===== src/rtl/wb_pkg.sv =====
// ---------------------------------------------------------------------------
// wb_pkg
// Shared types and constants for the register writeback path.
//   WB_ADDR_WIDTH      decoded register address width (32 registers)
//   WB_DATA_WIDTH      register data width
//   WB_REG_ADDR_WIDTH  width of the register block's write address port
//   wb_req_t           one pending register write {addr, data}
//   gnt_t              per-cycle write-port grant decision
// ---------------------------------------------------------------------------
package wb_pkg;

    localparam int WB_ADDR_WIDTH     = 5;
    localparam int WB_DATA_WIDTH     = 16;
    localparam int WB_REG_ADDR_WIDTH = 8;

    typedef struct packed {
        logic [WB_ADDR_WIDTH-1:0] addr;
        logic [WB_DATA_WIDTH-1:0] data;
    } wb_req_t;

    typedef enum logic [1:0] {
        GNT_NONE = 2'd0,
        GNT_ALU  = 2'd1,
        GNT_LD   = 2'd2
    } gnt_t;

endpackage


===== src/rtl/wb_load_fifo.sv =====
// ---------------------------------------------------------------------------
// wb_load_fifo
// Circular buffer of pending load writes (wb_req_t). The head entry is read
// combinationally so a load enqueued in one cycle can be granted in the next.
// Every entry's address and an occupancy bit are exported so the top level
// can answer "is a write to register X still in flight" in the same cycle.
//
// Ports:
//   clk, rst_n     clock, asynchronous active-low reset
//   push, push_req enqueue strobe and entry (caller guarantees !full)
//   pop            dequeue strobe (caller guarantees !empty)
//   head           entry at the read pointer
//   count          occupied entries, 0..DEPTH
//   full, empty    occupancy flags
//   entry_addr     destination address of every storage slot
//   entry_valid    slot currently holds a queued entry
// ---------------------------------------------------------------------------
module wb_load_fifo
    import wb_pkg::*;
#(
    parameter int DEPTH = 4,
    localparam int PTR_W = $clog2(DEPTH),
    localparam int CNT_W = PTR_W + 1
) (
    input  logic                                 clk,
    input  logic                                 rst_n,
    input  logic                                 push,
    input  wb_req_t                              push_req,
    input  logic                                 pop,
    output wb_req_t                              head,
    output logic [CNT_W-1:0]                     count,
    output logic                                 full,
    output logic                                 empty,
    output logic [DEPTH-1:0][WB_ADDR_WIDTH-1:0]  entry_addr,
    output logic [DEPTH-1:0]                     entry_valid
);

    wb_req_t          mem [DEPTH];
    logic [PTR_W-1:0] wr_ptr_reg;
    logic [PTR_W-1:0] rd_ptr_reg;
    logic [CNT_W-1:0] count_reg;

    // Storage has no reset: occupancy is tracked purely by count_reg, so
    // stale contents are never visible after a reset.
    always_ff @(posedge clk) begin
        if (push) begin
            mem[wr_ptr_reg] <= push_req;
        end
    end

    // DEPTH is a power of two, so pointers wrap naturally.
    always_ff @(posedge clk or negedge rst_n) begin
        if (!rst_n) begin
            wr_ptr_reg <= '0;
            rd_ptr_reg <= '0;
            count_reg  <= '0;
        end else begin
            if (push) begin
                wr_ptr_reg <= wr_ptr_reg + 1'b1;
            end
            if (pop) begin
                rd_ptr_reg <= rd_ptr_reg + 1'b1;
            end
            case ({push, pop})
                2'b10:   count_reg <= count_reg + 1'b1;
                2'b01:   count_reg <= count_reg - 1'b1;
                default: count_reg <= count_reg;
            endcase
        end
    end

    assign head  = mem[rd_ptr_reg];
    assign count = count_reg;
    assign full  = (count_reg == CNT_W'(DEPTH));
    assign empty = (count_reg == '0);

    // A slot is occupied when its distance from the read pointer (modulo
    // DEPTH) is below the occupancy count.
    genvar gi;
    generate
        for (gi = 0; gi < DEPTH; gi++) begin : g_entry
            logic [PTR_W-1:0] offset;
            assign offset          = PTR_W'(gi) - rd_ptr_reg;
            assign entry_valid[gi] = (CNT_W'(offset) < count_reg);
            assign entry_addr[gi]  = mem[gi].addr;
        end
    endgenerate

endmodule


===== src/rtl/reg_writeback_arbiter.sv =====
// ---------------------------------------------------------------------------
// reg_writeback_arbiter
// Merges ALU results (unbuffered) and load results (queued in wb_load_fifo)
// onto the register block's single write port. ALU traffic has priority, but
// once the FIFO is non-empty at most STARVE_LIMIT consecutive ALU grants are
// allowed before the FIFO head is forced through.
//
// Ports:
//   clk, rst_n                      clock, asynchronous active-low reset
//   alu_valid/alu_ready/addr/data   ALU result offer, accepted when granted
//   ld_valid/ld_ready/addr/data     load result offer, accepted when not full
//   wb_we/wb_addr/wb_data           registered write port to register block
//   chk_addr/chk_pending            decode query: write to chk_addr in flight
//   fifo_count                      occupied load FIFO entries
//
// The wb_req_t fields are sized by wb_pkg; ADDR_WIDTH/DATA_WIDTH overrides
// must be matched by the package constants.
// ---------------------------------------------------------------------------
module reg_writeback_arbiter
    import wb_pkg::*;
#(
    parameter int ADDR_WIDTH     = WB_ADDR_WIDTH,
    parameter int DATA_WIDTH     = WB_DATA_WIDTH,
    parameter int REG_ADDR_WIDTH = WB_REG_ADDR_WIDTH,
    parameter int FIFO_DEPTH     = 4,
    parameter int STARVE_LIMIT   = 3
) (
    input  logic                          clk,
    input  logic                          rst_n,
    input  logic                          alu_valid,
    output logic                          alu_ready,
    input  logic [ADDR_WIDTH-1:0]         alu_addr,
    input  logic [DATA_WIDTH-1:0]         alu_data,
    input  logic                          ld_valid,
    output logic                          ld_ready,
    input  logic [ADDR_WIDTH-1:0]         ld_addr,
    input  logic [DATA_WIDTH-1:0]         ld_data,
    output logic                          wb_we,
    output logic [REG_ADDR_WIDTH-1:0]     wb_addr,
    output logic [DATA_WIDTH-1:0]         wb_data,
    input  logic [ADDR_WIDTH-1:0]         chk_addr,
    output logic                          chk_pending,
    output logic [$clog2(FIFO_DEPTH):0]   fifo_count
);

    localparam int CNT_W    = $clog2(FIFO_DEPTH) + 1;
    localparam int STARVE_W = $clog2(STARVE_LIMIT + 1);
    localparam logic [STARVE_W-1:0] STARVE_MAX = STARVE_W'(STARVE_LIMIT);

    // ------------------------------------------------------------------
    // Load FIFO
    // ------------------------------------------------------------------
    wb_req_t                                 push_req;
    wb_req_t                                 fifo_head;
    logic                                    fifo_push;
    logic                                    fifo_pop;
    logic                                    fifo_full;
    logic                                    fifo_empty;
    logic [CNT_W-1:0]                        fifo_cnt;
    logic [FIFO_DEPTH-1:0][WB_ADDR_WIDTH-1:0] entry_addr;
    logic [FIFO_DEPTH-1:0]                   entry_valid;

    assign push_req.addr = WB_ADDR_WIDTH'(ld_addr);
    assign push_req.data = WB_DATA_WIDTH'(ld_data);

    wb_load_fifo #(
        .DEPTH (FIFO_DEPTH)
    ) u_load_fifo (
        .clk         (clk),
        .rst_n       (rst_n),
        .push        (fifo_push),
        .push_req    (push_req),
        .pop         (fifo_pop),
        .head        (fifo_head),
        .count       (fifo_cnt),
        .full        (fifo_full),
        .empty       (fifo_empty),
        .entry_addr  (entry_addr),
        .entry_valid (entry_valid)
    );

    // ------------------------------------------------------------------
    // Grant decision
    // ------------------------------------------------------------------
    gnt_t                gnt;
    logic [STARVE_W-1:0] starve_cnt_reg;

    // starve_cnt saturates at STARVE_MAX, so "!= MAX" is "< LIMIT".
    // Everything is held off while reset is asserted so no handshake can
    // complete against a design that is being cleared.
    always_comb begin
        gnt = GNT_NONE;
        if (rst_n) begin
            if (alu_valid && (fifo_empty || (starve_cnt_reg != STARVE_MAX))) begin
                gnt = GNT_ALU;
            end else if (!fifo_empty) begin
                gnt = GNT_LD;
            end
        end
    end

    assign alu_ready = (gnt == GNT_ALU);
    assign ld_ready  = rst_n && !fifo_full;
    assign fifo_push = ld_valid && ld_ready;
    assign fifo_pop  = (gnt == GNT_LD);

    // Counts ALU grants that overtook a waiting load; an empty FIFO or a
    // load grant means nobody is being starved.
    always_ff @(posedge clk or negedge rst_n) begin
        if (!rst_n) begin
            starve_cnt_reg <= '0;
        end else if (fifo_empty || (gnt == GNT_LD)) begin
            starve_cnt_reg <= '0;
        end else if ((gnt == GNT_ALU) && (starve_cnt_reg != STARVE_MAX)) begin
            starve_cnt_reg <= starve_cnt_reg + 1'b1;
        end
    end

    // ------------------------------------------------------------------
    // Registered write port; address/data hold when idle
    // ------------------------------------------------------------------
    logic                      wb_we_reg;
    logic [REG_ADDR_WIDTH-1:0] wb_addr_reg;
    logic [DATA_WIDTH-1:0]     wb_data_reg;

    always_ff @(posedge clk or negedge rst_n) begin
        if (!rst_n) begin
            wb_we_reg   <= 1'b0;
            wb_addr_reg <= '0;
            wb_data_reg <= '0;
        end else begin
            wb_we_reg <= (gnt != GNT_NONE);
            case (gnt)
                GNT_ALU: begin
                    wb_addr_reg <= REG_ADDR_WIDTH'(alu_addr);
                    wb_data_reg <= alu_data;
                end
                GNT_LD: begin
                    wb_addr_reg <= REG_ADDR_WIDTH'(fifo_head.addr);
                    wb_data_reg <= DATA_WIDTH'(fifo_head.data);
                end
                default: begin
                    wb_addr_reg <= wb_addr_reg;
                    wb_data_reg <= wb_data_reg;
                end
            endcase
        end
    end

    assign wb_we      = wb_we_reg;
    assign wb_addr    = wb_addr_reg;
    assign wb_data    = wb_data_reg;
    assign fifo_count = fifo_cnt;

    // ------------------------------------------------------------------
    // Pending-write query: the write currently on the port, or any queued
    // load, targeting chk_addr. ALU results are never queued, so these two
    // sources cover every write still in flight.
    // ------------------------------------------------------------------
    logic [FIFO_DEPTH-1:0] entry_hit;
    logic                  port_hit;

    genvar gi;
    generate
        for (gi = 0; gi < FIFO_DEPTH; gi++) begin : g_hit
            assign entry_hit[gi] = entry_valid[gi] &&
                                   (entry_addr[gi] == WB_ADDR_WIDTH'(chk_addr));
        end
    endgenerate

    assign port_hit    = wb_we_reg && (wb_addr_reg[ADDR_WIDTH-1:0] == chk_addr);
    assign chk_pending = rst_n && (port_hit || (|entry_hit));

endmodule


===== config.mk =====
export PLATFORM = sky130hd
export DESIGN_NAME = reg_writeback_arbiter
export DESIGN_NICKNAME = d
export VERILOG_FILES = /design/src/rtl/wb_pkg.sv /design/src/rtl/wb_load_fifo.sv /design/src/rtl/reg_writeback_arbiter.sv
export SDC_FILE = /design/constraint.sdc
export NUM_CORES = 1
export LEC_CHECK = 0
export ABC_AREA = 0
export CAP_MARGIN = 10
export CORE_MARGIN = 3
export CORE_UTILIZATION = 35
export DETAILED_ROUTE_END_ITERATION = 8
export PLACE_DENSITY = 0.6
export SKIP_LAST_GASP = 1
export SYNTH_ARGS = -nofsm -noshare
export SYNTH_HDL_FRONTEND = slang
export SYNTH_SLANG_ARGS = --single-unit

===== constraint.sdc =====
create_clock -name clk -period 2.6 [get_ports clk]
set_clock_uncertainty 0.15 [all_clocks]
set_input_delay 0.52 -clock clk [delete_from_list [all_inputs] [get_ports clk]]
set_output_delay 0.52 -clock clk [all_outputs]
set_load 0.01 [all_outputs]

# Word level (Yosys, flattened, before mapping)
# Memory sizes are Yosys's and may differ from the RTL's.
# Cells that the tools add are included.
[totals]
memories = 1
mem_bits_rw = 84
regBits = 34
[op_classes]
n_addsub = 9
eq_ne = 11
magnitude_cmp = 4
mux = 10
n_reduce_logical = 20
[mem_list]
columns = ["memory", "depth", "width", "rd", "rd_clocked_by_memory_dff", "wr", "line_no", "rtl"]
rows = [
  ["u_load_fifo.mem", 4, 21, 5, 0, 1, "wb_load_fifo.sv:38", "wb_req_t mem [DEPTH];"],
]
[op_table]
columns = ["operator", "n"]
rows = [
  ["$pmux W16 S2", 1],
  ["$eq A5 B5 Y1", 5],
  ["$pmux W8 S2", 1],
  ["$lt A2 B3 Y1", 4],
  ["$logic_and A1 B1 Y1", 10],
  ["$mux W2", 5],
  ["$reduce_bool A2 Y1", 4],
  ["$add A2 B1 Y2 const B", 3],
  ["$pmux W3 S2", 1],
  ["$eq A2 B1 Y1 const B", 2],
  ["$eq A2 B2 Y1 const B", 2],
  ["$reduce_or A4 Y1", 1],
  ["$sub A1 B2 Y2 const A", 2],
  ["$sub A2 B2 Y2 const A", 2],
  ["$add A3 B1 Y3 const B", 1],
  ["$eq A3 B3 Y1 const B", 1],
  ["$logic_not A3 Y1", 1],
  ["$logic_or A1 B1 Y1", 3],
  ["$sub A3 B1 Y3 const B", 1],
  ["$mux W1", 2],
  ["$ne A2 B2 Y1 const B", 1],
  ["$logic_not A1 Y1", 1],
]

# Depth between registers and ports, before layout
[depth]
word_depth = 9
ltp_mapped = 11
depth_no_buf = 11

# Hierarchy
# A second synthesis with hierarchy kept.
[hier_totals]
hier_cells = 347
area_unflattened_um2 = 5275.1
[modules_own_cells]
columns = ["mod", "cells_each", "area_per_inst_um2", "n_inst"]
rows = [
  ["wb_load_fifo", 185, 3742.3, 1],
  ["reg_writeback_arbiter", 162, 1532.7, 1],
]

# Least setup slack after synthesis
# Ideal clock, no wire load.
[synth_path]
path_type = "flip-flop to output port"
from = "register u_load_fifo.rd_ptr_reg[1]"
to = "output port chk_pending"
stages_incl_launch_ff = 9
arrival_ns = 1.856
path_slack_ns = 0.074
path_cell_list = "dfrtp_1 clkbuf_1 buf_2 xor2_1 inv_1 ha_1 a221oi_1 a21oi_1 a31oi_1"
[synth_via]
elab_chain_len = 6
elab_cells_between_ends = 15
classes_between = "4 x add/sub; 4 x order compare; 7 x reduce/logical"
[synth_rtl]
columns = ["item", "line_no", "rtl"]
rows = [
  ["start: declaration", "wb_load_fifo.sv:40", "logic [PTR_W-1:0] rd_ptr_reg;"],
  ["start signal: assignment", "wb_load_fifo.sv:62", "rd_ptr_reg <= rd_ptr_reg + 1'b1;"],
  ["$sub A1 B2 Y2 or $sub A2 B2 Y2 (tied branches)", "wb_load_fifo.sv:83", "assign offset = PTR_W'(gi) - rd_ptr_reg;"],
  ["$lt A2 B3 Y1", "wb_load_fifo.sv:84", "assign entry_valid[gi] = (CNT_W'(offset) < count_reg);"],
  ["$logic_and A1 B1 Y1", "reg_writeback_arbiter.sv:166", "assign entry_hit[gi] = entry_valid[gi] &&"],
  ["$reduce_or A4 Y1 *", "reg_writeback_arbiter.sv:172", "assign chk_pending = rst_n && (port_hit || (|entry_hit));"],
  ["$logic_or A1 B1 Y1 *", "reg_writeback_arbiter.sv:172", ""],
  ["$logic_and A1 B1 Y1 *", "reg_writeback_arbiter.sv:172", ""],
  ["end: declaration", "reg_writeback_arbiter.sv:42", "output logic chk_pending,"],
]
# Mark *: on every way between the ends. The rest lies on a longest branch, timed or not.

# Worst setup path in the final report
# Same ends and word-level chain as after synthesis.

==> key figures <==
Logic synthesis
  • Area contributors post-synth: edfxtp_1 50%, dfrtp_1 15%, mux4_2 9.4%
  • Synth area leader: edfxtp_1
  • Post-synthesis register bit count: 115
  • Register area share after synthesis: 0.6534
  • Yosys cell types: 31
  • Synth warnings: 0
  • Post-Synthesis Cells: 322
  • Mapped Avg Cell Area: 15.67 µm²
  • Synthesized area: 0.005047 mm²
  • Top-area cell type share of the netlist area: 0.4998

CTS
  • Root Buffer: clkbuf_16
  • Later-pin clock latency in the skew report: 0.40 ns
  • Clk buf depth: 2
  • CTS tree: done
  • Clock sink total: 115
  • Clock slew at reported path FFs: 0.05 ns
  • # H-tree levels: 4
  • Total CTS buffers: 17

Die
  • DIE AREA: 0.01590 mm²
  • Cell Rows: 43
  • Starting Density: 0.3608
  • Die Height: 126.1 µm
  • # IOs: 82
  • Die W: 126.1 µm
  • CORE AREA: 0.01399 mm²

Setup path
  • Crit start category: register
  • Crit-path max FO: 5
  • Kind of critical path: reg2out
  • Crit end category: output pin
  • Critical path required time: 1.93 ns
  • CP Data Arrival Time: 2.07 ns

Finish
  • Max reg flops: 84
  • Register area: 0.003301 mm²
  • Total inserted antenna cells: 0
  • Area Overhead vs Synth: 34.63%
  • Proportion of layout cells with a drive suffix above 1: 0.2058
  • Multi-input combinational cell area: 0.001612 mm²
  • Fillers: 1,226
  • Final #Nets: 499
  • Final Instance Area: 0.006795 mm²
  • Non-filler instance count after layout: 627

Power
  • Logic pwr share: 0.331
  • Psw: 2078 µW
  • Sw frac: 0.2956
  • Leakage: 0.002569 µW
  • Clock share of power: 0.301
  • Max VDD drop: 0.5073 mV
  • Sequential share of power: 0.368
  • Internal Power: 4952 µW
  • Pwr dens: 1035 mW/mm²

GRT
  • First-pass GRT wire length: 17,820 µm
  • GR Util All Layers: 0.1495
  • Gr ovfl total: 0
  • Vias in the first global route: 3,282
  • Largest net degree at the start of global routing: 29
  • Initial antenna violation count: 0

Detailed routing
  • DRT Pass-1 Iters: 4
  • Via-per-instance ratio: 4.786
  • Vias: 3,001
  • DR WL/cell: 17.85 µm
  • Drt total wl: 11,190 µm
  • Initial DRC Count: 113
  • Detailed-route DRC error count: 0
  • Detail Route Antenna Nets: 0

Outcome
  • Violated checks: setup timing
  • Status: complete, but fails checks

Hold path
  • Hold WC Path Type: reg2reg

Placed design
  • PortBufs: 78
  • Detailed placement HPWL: 7700 µm
  • Post-DP Area: 0.006193 mm²
  • Placed cells: 592
  • Gpl congestion: 0.8189

Timing
  • RSZ-0062 raised after global routing: true
  • Final Hold Fails: 0
  • Fin worst setup slack: -0.1351 ns
  • Setup violations, final: 1
  • Minimum clock period after layout: 2.735 ns
  • Maximum clock rate: 0.3656 GHz
  • Final worst-path cycle share: 1.052
  • Pins Over Slew Limit: 0

Job
  • Max-Cap Viols: 0
-- path summary, 6_finish.rpt --
path | start | to | slack (ns) | depth (start not counted)
min | wb_data[9] | wb_data[9] | 0.37 | 2
max in group asynchronous | rst_n | u_load_fifo.rd_ptr_reg[0] | 1.54 | 3
min in group asynchronous | rst_n | wb_data[4] | 0.52 | 3
max | u_load_fifo.rd_ptr_reg[1] | chk_pending | -0.14 | 6
min reg2reg | wb_data[9] | wb_data[9] | 0.37 | 2
max reg2reg | u_load_fifo.count[1] | u_load_fifo.count[2] | 0.26 | 13
-- logic make-up (layout without fill, tap and decap cells) --
logic type                 after synthesis  count (layout)  synth area share
DFF                                    115             115            0.6534
AOI/OAI and AO/OA                       34              34           0.03941
and+or+nand+nor                         47              47           0.04239
adders and majority gates               14              14           0.03619
xor gates and xnor gates                33              33           0.05726
other                                    1               3         0.0007430
muxes                                   43              43            0.1373
buffers and inverters                   35             158           0.03322
-- per-layer routing --
metal	routed length (µm)	track usage	vias to the layer above
met4	249	0.06814	0
li1	-	-	1412
met2	5695	0.2501	72
met5	0	0	-
met1	4769	0.1825	1498
met3	478	0.03859	19
-- worst max-delay path, cell delays in order, from the launching register on --
cell	delay (ns)
dfrtp_2	0.44
ha_1	0.20
a2111o_1	0.41
a2111oi_2	0.20
a21oi_1	0.08
a31oi_1	0.16
buf_2	0.16
-- synthesized netlist by cell type --
master and instances:
nor2_1 23, nor2b_1 1, and3_1 5, nand2_1 5, mux2i_1 22, inv_1 13
nor4_1 3, buf_4 6, nor3_1 4, o21a_1 1, nand2b_1 1, buf_2 5
clkbuf_1 9, a2111oi_2 1, a31oi_1 2, fa_1 1, edfxtp_1 84, o21ai_0 3
xor2_1 24, xnor2_1 9, a2111o_1 1, nand3_1 4, buf_6 1, buf_1 1
a221oi_1 2, conb_1 1, mux4_2 21, ha_1 13, a21oi_1 24, and2_1 1
dfrtp_1 31
-- through the flow --
step	setup TNS, ns	hold WS, ns	setup WS, ns	power, µW	utilization
finish	-0.1351	0.3720	-0.1351	7030	0.4858
global route	-0.2069	0.3919	-0.2069	7453	0.4858
CTS	-0.2281	0.3731	-0.2281	7089	0.4835
detailed placement	-0.7110	0.3620	-0.6744	4943	0.4428
global placement	-0.7332	0.3527	-0.7003	4880	0.4428
floorplan	0	0.07441	0.07446	3899	-
-- area by class of cell --
class,count,area share
clock inverters,9,0.01215
well taps,180,0.03314
flip-flops and latches,115,0.4857
inverters,13,0.007181
clock buffers,23,0.06886
multi-input cells,174,0.2372
repair buffers,113,0.1558
-- placed cells by master (no fill, tap or decap), drive strengths merged, types with 2 or more instances in the layout --
| master | count |
|---|---|
| nor3 | 4 |
| xor2 | 24 |
| dlygate4sd3 | 2 |
| mux4 | 21 |
| nand2 | 5 |
| a221oi | 2 |
| inv | 13 |
| o21ai | 3 |
| xnor2 | 9 |
| clkdlybuf4s50 | 70 |
| and3 | 5 |
| clkbuf | 24 |
| nor2 | 23 |
| a31oi | 2 |
| edfxtp | 84 |
| buf | 35 |
| ha | 13 |
| nor4 | 3 |
| dfrtp | 31 |
| dlymetal6s2s | 5 |
| conb | 3 |
| a21oi | 24 |
| clkinv | 6 |
| mux2i | 22 |
| clkinvlp | 2 |
| nand3 | 4 |
-- power groups by stage --
stage	sequential [µW]	combinational (µW)	clock, µW
after global placement	2590	2290	0
after CTS	2580	2350	2160
after global routing	2630	2570	2260
after detailed placement	2610	2330	0
final	2580	2330	2120
after floorplan	2660	1240	0
-- repair_timing --
action / 4_1_cts / 5_1_grt
hold buffers: 2 / 0
endpoints found under the hold margin: 13 / 0
setup buffers: 0 / 1
gates resized for setup: 6 / 10
pin swaps: 1 / 1
endpoints found under the setup margin: 3 / 3
Power figures use the tool's default switching activity.
